<file path="config.mk">
export PLATFORM = sky130hd
export DESIGN_NAME = pipeline_ctrl
export DESIGN_NICKNAME = d
export VERILOG_FILES = /design/src/rtl/pipeline_ctrl.sv
export SDC_FILE = /design/constraint.sdc
export NUM_CORES = 1
export LEC_CHECK = 0
export ABC_AREA = 0
export CAP_MARGIN = 25
export CELL_PAD_IN_SITES_DETAIL_PLACEMENT = 1
export CELL_PAD_IN_SITES_GLOBAL_PLACEMENT = 1
export CORE_MARGIN = 5
export CORE_UTILIZATION = 35
export CTS_BUF_LIST = sky130_fd_sc_hd__clkbuf_8
export DETAILED_ROUTE_END_ITERATION = 6
export PLACE_DENSITY_LB_ADDON = 0.1
export RECOVER_POWER = 25
export SLEW_MARGIN = 30
export SYNTH_ARGS = -nofsm -noshare
export SYNTH_HDL_FRONTEND = slang
export SYNTH_SLANG_ARGS = --single-unit
</file>
<file path="constraint.sdc">
create_clock -name clk -period 2.05 [get_ports clk]
set_input_delay 0.205 -clock clk [delete_from_list [all_inputs] [get_ports clk]]
set_output_delay 0.205 -clock clk [all_outputs]
set_load 0.03 [all_outputs]
</file>
<file path="src/rtl/pipeline_ctrl.sv">
// Stall/flush sequencer for the 5-stage pipeline: merges load-use stalls, EX redirects,
// multi-cycle EX ops and debug halt/step into per-register enables and flushes.
module pipeline_ctrl #(
    parameter int MC_LATENCY = 4
) (
    input  logic clk,
    input  logic rst,
    input  logic hdu_stall,
    input  logic br_taken_ex,
    input  logic mc_start_ex,
    input  logic halt_req,
    input  logic step_req,
    output logic pc_en,
    output logic fd_en,
    output logic fd_flush,
    output logic dx_en,
    output logic dx_flush,
    output logic xm_flush,
    output logic mc_busy,
    output logic halted
);

    localparam logic [1:0] S_RUN     = 2'd0;
    localparam logic [1:0] S_MC_WAIT = 2'd1;
    localparam logic [1:0] S_HALT    = 2'd2;
    localparam logic [1:0] S_STEP    = 2'd3;

    localparam logic [3:0] MC_INIT = 4'(MC_LATENCY - 1);

    typedef struct packed {
        logic pc;
        logic fd;
        logic fd_fl;
        logic dx;
        logic dx_fl;
        logic xm;
    } ctl_t;

    // Flush wins over enable at each register, so enables may stay high under a flush.
    localparam ctl_t CTL_GO     = 6'b110_100;
    localparam ctl_t CTL_BRANCH = 6'b111_110;
    localparam ctl_t CTL_STALL  = 6'b000_110;
    localparam ctl_t CTL_FREEZE = 6'b000_001;
    localparam ctl_t CTL_RESET  = 6'b001_011;

    logic [1:0] state, state_nxt;
    logic [3:0] cnt, cnt_nxt;
    logic       ret_halt, ret_halt_nxt;

    ctl_t dec_ctl, ctl;
    logic dec_mc, dec_go;

    // Normal decode shared by RUN and STEP; branch > multi-cycle > load-use stall.
    always_comb begin
        // NOTE: every combinational output gets a default first so no path infers a latch.
        dec_mc  = 1'b0;
        dec_go  = 1'b0;
        dec_ctl = CTL_GO;
        if (br_taken_ex) begin
            dec_ctl = CTL_BRANCH;
        end else if (mc_start_ex) begin
            dec_ctl = CTL_FREEZE;
            dec_mc  = 1'b1;
        end else if (hdu_stall) begin
            dec_ctl = CTL_STALL;
        end else begin
            dec_go  = 1'b1;
        end
    end

    always_comb begin
        ctl          = CTL_FREEZE;
        mc_busy      = 1'b0;
        halted       = 1'b0;
        state_nxt    = state;
        cnt_nxt      = cnt;
        ret_halt_nxt = ret_halt;

        case (state)
            S_RUN: begin
                ctl = dec_ctl;
                if (dec_mc) begin
                    state_nxt = S_MC_WAIT;
                    cnt_nxt   = MC_INIT;
                end else if (dec_go && halt_req) begin
                    state_nxt = S_HALT;
                end
            end
            S_MC_WAIT: begin
                if (cnt != 4'd0) begin
                    mc_busy = 1'b1;
                    cnt_nxt = cnt - 4'd1;
                end else begin
                    ctl          = CTL_GO;
                    state_nxt    = (ret_halt || halt_req) ? S_HALT : S_RUN;
                    ret_halt_nxt = 1'b0;
                end
            end
            S_HALT: begin
                halted = 1'b1;
                if (!halt_req) begin
                    state_nxt = S_RUN;
                end else if (step_req) begin
                    state_nxt = S_STEP;
                end
            end
            S_STEP: begin
                ctl = dec_ctl;
                // A multi-cycle op started by a step must come back to HALT once it drains.
                if (dec_mc) begin
                    state_nxt    = S_MC_WAIT;
                    cnt_nxt      = MC_INIT;
                    ret_halt_nxt = 1'b1;
                end else begin
                    state_nxt = halt_req ? S_HALT : S_RUN;
                end
            end
            default: state_nxt = S_RUN;
        endcase

        if (rst) begin
            ctl     = CTL_RESET;
            mc_busy = 1'b0;
            halted  = 1'b0;
        end
    end

    assign {pc_en, fd_en, fd_flush, dx_en, dx_flush, xm_flush} = ctl;

    always_ff @(posedge clk) begin
        // NOTE: registered state uses non-blocking assignments so all flops update together.
        if (rst) begin
            state    <= S_RUN;
            cnt      <= 4'd0;
            ret_halt <= 1'b0;
        end else begin
            state    <= state_nxt;
            cnt      <= cnt_nxt;
            ret_halt <= ret_halt_nxt;
        end
    end

endmodule

</file>
## Word level (Yosys, flattened, before mapping)

Index checks and enable logic that the tools add are counted.
W data, S select, Z words.

- Bits in registers: 7
- Input port bits: 7
- Word-level logic and storage cells: 54

- Multiplexer cells: 31
- $add $sub $neg: 1
- Reduce and logical (&&, ||, !) cells: 10
- Equal/unequal tests: 9

Operators with widths:

| kind | count |
|---|---|
| $mux W6 | 5 |
| $mux W2 | 8 |
| $mux W1 | 12 |
| $pmux W6 S2 | 1 |
| $reduce_and A3 Y1 | 3 |
| $mux W4 | 2 |
| $pmux W2 S4 | 1 |
| $pmux W4 S2 | 1 |
| $ne A2 B2 Y1 const B | 3 |
| $ne A3 B3 Y1 const B | 2 |
| $eq A2 B2 Y1 const B | 2 |
| $reduce_bool A2 Y1 | 2 |
| $reduce_bool A4 Y1 | 1 |
| $sub A4 B1 Y4 const B | 1 |
| $eq A2 B1 Y1 const B | 1 |
| $logic_not A2 Y1 | 1 |
| $ne A2 B1 Y1 const B | 1 |
| $pmux W1 S2 | 1 |
| $reduce_or A2 Y1 | 1 |
| $logic_and A1 B1 Y1 | 1 |
| $logic_or A1 B1 Y1 | 1 |

## Logic depth before layout (Yosys ltp)

- Depth in word-level cells: 7
- Depth in mapped cells: 6

## Worst setup path after synthesis

No wires, ideal clock.

- Path kind: reg-to-output
- Start point: register state[0]
- End point: output port pc_en
- Slack: -0.165 ns
- Cell stages (with the launch flop): 7
- Arrival: 2.010 ns
- Cell sequence: dfxtp_1 > inv_1 > ha_1 > inv_1 > nand3_1 > a21boi_0 > buf_4

- Word-level cells in the longest chain between the ends: 4
- Elaborated cells between the ends (all ways): 6

RTL lines:

| item | line | RTL |
|---|---|---|
| start: declaration | 46 | `logic [1:0] state, state_nxt;` |
| start signal: assignment | 137 | `state <= state_nxt;` |
| $eq A2 B2 Y1 or $logic_not A2 Y1 (tied branches) | 79 | `case (state)` |
| $reduce_or A2 Y1 (no line) | n/a |  |
| $pmux W6 S2 * | 79 |  |
| $mux W6 * | 121 | `if (rst) begin` |
| end: declaration | 13 | `output logic pc_en,` |

Every way passes the cells marked *; elsewhere a longest branch is shown, timed or not.

## Final worst setup path

- Start point: register state[1]
- End point: output port dx_flush

- Word-level cells in the longest chain between the ends: 4
- Elaborated cells between the ends (all ways): 6

RTL lines:

| item | line | RTL |
|---|---|---|
| $eq A2 B2 Y1 or $logic_not A2 Y1 (tied branches) | 79 |  |
| $reduce_or A2 Y1 (no line) | n/a |  |
| $pmux W6 S2 * | 79 |  |
| $mux W6 * | 121 |  |
| end: declaration | 17 | `output logic dx_flush,` |

Marked as above.

==> results.json <==
{
  "outcome": "finished, final reports clean",
  "slew_violations": 0,
  "fin_skew_ns": 0.00329,
  "groute.usage.overall": 0.137,
  "p_per_area_nw_per_um2": 1210,
  "grt_pass1_wl_um": 2680,
  "swShare": 0.437,
  "ys_warn_count": 0,
  "ir_drop_uv": 565,
  "wl_um": 1640,
  "finalWorstSetupSlack_ns": 0.146,
  "worst-setup-path-type": "flip-flop to output port",
  "cp-start-kind": "flip-flop",
  "boundaryPins": 15,
  "cts_tree": "built",
  "whs_path_depth": 2,
  "synth_area_leaders": "dfxtp_1 (24%), ha_1 (13%), a21oi_1 (6.8%)",
  "final_net_count": 108,
  "remaining_drc_errors": 0,
  "crit_buf_inv": 2,
  "synthTopCellsByCount": "inv_1 (10), a21oi_1 (8), dfxtp_1 (7), nor2_1 (7), ha_1 (6)",
  "synth-edff-count": 0,
  "grt_pass1_vias": 560,
  "vias": 593,
  "overflow": 0,
  "antenna_found_initial": 0,
  "area_growth_pct": 32.8,
  "final-setup-viol-count": 0,
  "row_count": 14,
  "final_layout_size_suffix_gt1_frac": 0.117,
  "pwr-share-comb": 0.562,
  "viasPerCell": 5.39,
  "synth_cells": 74,
  "seq_area_frac_synth": 0.239,
  "worstMarginPinSlew_ns": 0.309,
  "fin_crit_ns": 1.90,
  "rsz0062_at_grt": "false",
  "die_area_um2": 2600,
  "cts_root_buf": "clkbuf_8",
  "cp_max_fo": 5,
  "wire_per_inst_um": 14.9,
  "crit_family": "buffers and inverters",
  "seqPwrFrac": 0.235,
  "gp_congestion": 0.738,
  "core_area_um2": 1540,
  "yosysUniqueCellTypes": 30,
  "path_clk_slew_ns": 0.04,
  "postLayoutCellArea_um2": 779,
  "preCtsSetupSlack_ns": 0.0534,
  "fin_setup_tns_ns": 0,
  "clkPwrFrac": 0.203,
  "r2r_cells": 7,
  "synth.most_common_cell": "inv_1",
  "fp.dieH_um": 50.9,
  "port_buffers": 14,
  "cts.sinks": 7,
  "avgSynthCellArea_um2": 7.93,
  "synth_top_flop_cell": "dfxtp_1",
  "cp.arrival_ns": 1.70,
  "synth.largest_area_cell": "dfxtp_1",
  "htree_levels": 1,
  "synth_seq_cells": 7,
  "initial_utilization": 0.381,
  "fmax_ghz": 0.525,
  "dp.cells": 106,
  "numCtsBuffers": 3,
  "worstSkewPairLatency_ns": 0.23,
  "placed_area_um2": 748,
  "max_cap_violations": 0,
  "fin_crit_sh": 0.929,
  "instances_no_fill": 110,
  "cts_setup_buffers": 0,
  "dp_hpwl_um": 1300,
  "synth_top_area_share": 0.239,
  "p_leak_nw": 0.350,
  "drtIter0Drc": 5,
  "cp_cell_sequence": "inv_1 -> ha_1 -> o31ai_1 -> dlygate4sd2_1",
  "synthesis.nets": 87,
  "critPathSlowestCell": "dlygate4sd2_1",
  "antennaDiodeCount": 0,
  "slew_headroom": 0.793,
  "min_path_type": "flip-flop to flip-flop",
  "first_pass_iters": 2,
  "grt_max_degree": 8,
  "die_w_um": 50.9,
  "critPathCaptureType": "output port",
  "p_sw_uw": 413,
  "cp.required_ns": 1.85,
  "clk_path_buf_depth": 2,
  "worst-path-stages": 4,
  "ant_nets": 0,
  "cp_slowest_stage_delay_ns": 0.42,
  "async_flop_share": 0,
  "synth_area_um2": 587,
  "hold_viol_final": 0,
  "cts_hold_buf": 0,
  "p_int_uw": 533
}
cell type report:
type | count | area [um^2]
Clock buffer | 3 | 41.3
Clock inverter | 1 | 3.75
Fill cell | 197 | 762
Inverter | 10 | 37.5
Multi-Input combinational cell | 55 | 383
Sequential cell | 7 | 140
Tap cell | 16 | 20.0
Timing Repair Buffer | 18 | 154
cell usage in the layout (no fill, tap or decap), drive strengths merged, types with 2 or more instances in the layout:
master / netlist / layout
inv: 10 / 11
a21oi: 8 / 8
nor2: 7 / 7
dfxtp: 7 / 7
clkdlybuf4s50: 0 / 7
ha: 6 / 6
buf: 1 / 6
nand2b: 4 / 4
nand2: 4 / 4
dlygate4sd2: 0 / 4
clkbuf: 1 / 4
nor2b: 2 / 2
o21ai: 2 / 2
nand3: 2 / 2
a211oi: 2 / 2
o31ai: 2 / 2
a21boi: 2 / 2
cell families (layout without fill, tap and decap cells):
logic type               after synthesis  after routing  share of synthesized area
buffers and inverters                 12             32                      0.100
AO/OA/AOI/OAI                         23             23                      0.275
multiplexers                           2              2                     0.0362
adder cells (fa/ha/maj)                6              6                      0.128
flip-flops                             7              7                      0.239
AND/OR/NAND/NOR                       24             24                      0.222
sequential cells by signal, summed over array words and instances, names as in the netlist:
signal,cells
cnt,4
ret_halt,1
state,2
path summary, 6_finish.rpt:
path,from,endpoint,slack (ns)
hold reg to reg,ret_halt,ret_halt,0.49
hold / removal,ret_halt,ret_halt,0.49
setup / recovery,state[1],dx_flush,0.15
setup reg to reg,cnt[0],state[1],0.28
what timing repair did:
action | CTS | global route
hold endpoints to repair | 0 | 0
setup endpoints to repair | 4 | 0
gates resized for setup | 4 | 0
per-stage QoR:
step | total power, mW | util | hold slack (ns)
5_1_grt | 1.02 | 0.506 | 0.516
4_1_cts | 0.972 | 0.511 | 0.493
6_report | 0.946 | 0.506 | 0.492
3_3_place_gp | 0.771 | 0.485 | 0.476
3_5_place_dp | 0.782 | 0.485 | 0.485
2_1_floorplan | 0.607 | - | 0.419
power by group through the flow:
stage	clock network [mW]	logic (mW)	registers, mW
after floorplan	0	0.394	0.213
after global placement	0	0.550	0.221
after detailed placement	0	0.559	0.223
after CTS	0.198	0.554	0.221
after global routing	0.212	0.584	0.229
final	0.192	0.532	0.222
worst min-delay path: cells and delay by family, from the launching register on:
kind | cells | cell delay (ns)
AOI/OAI and AO/OA | 2 | 0.14
DFF | 1 | 0.30
metal layers:
metal | wire length, um | global-route usage | vias up | part of all wire
li1 | - | - | 295 | -
met1 | 811 | 0.185 | 282 | 0.49
met2 | 710 | 0.194 | 14 | 0.43
met3 | 105 | 0.0523 | 2 | 0.064
met4 | 14 | 0.0511 | 0 | 0.0085
met5 | 0 | 0 | - | 0
No activity file was read; power rests on OpenSTA's default activity.
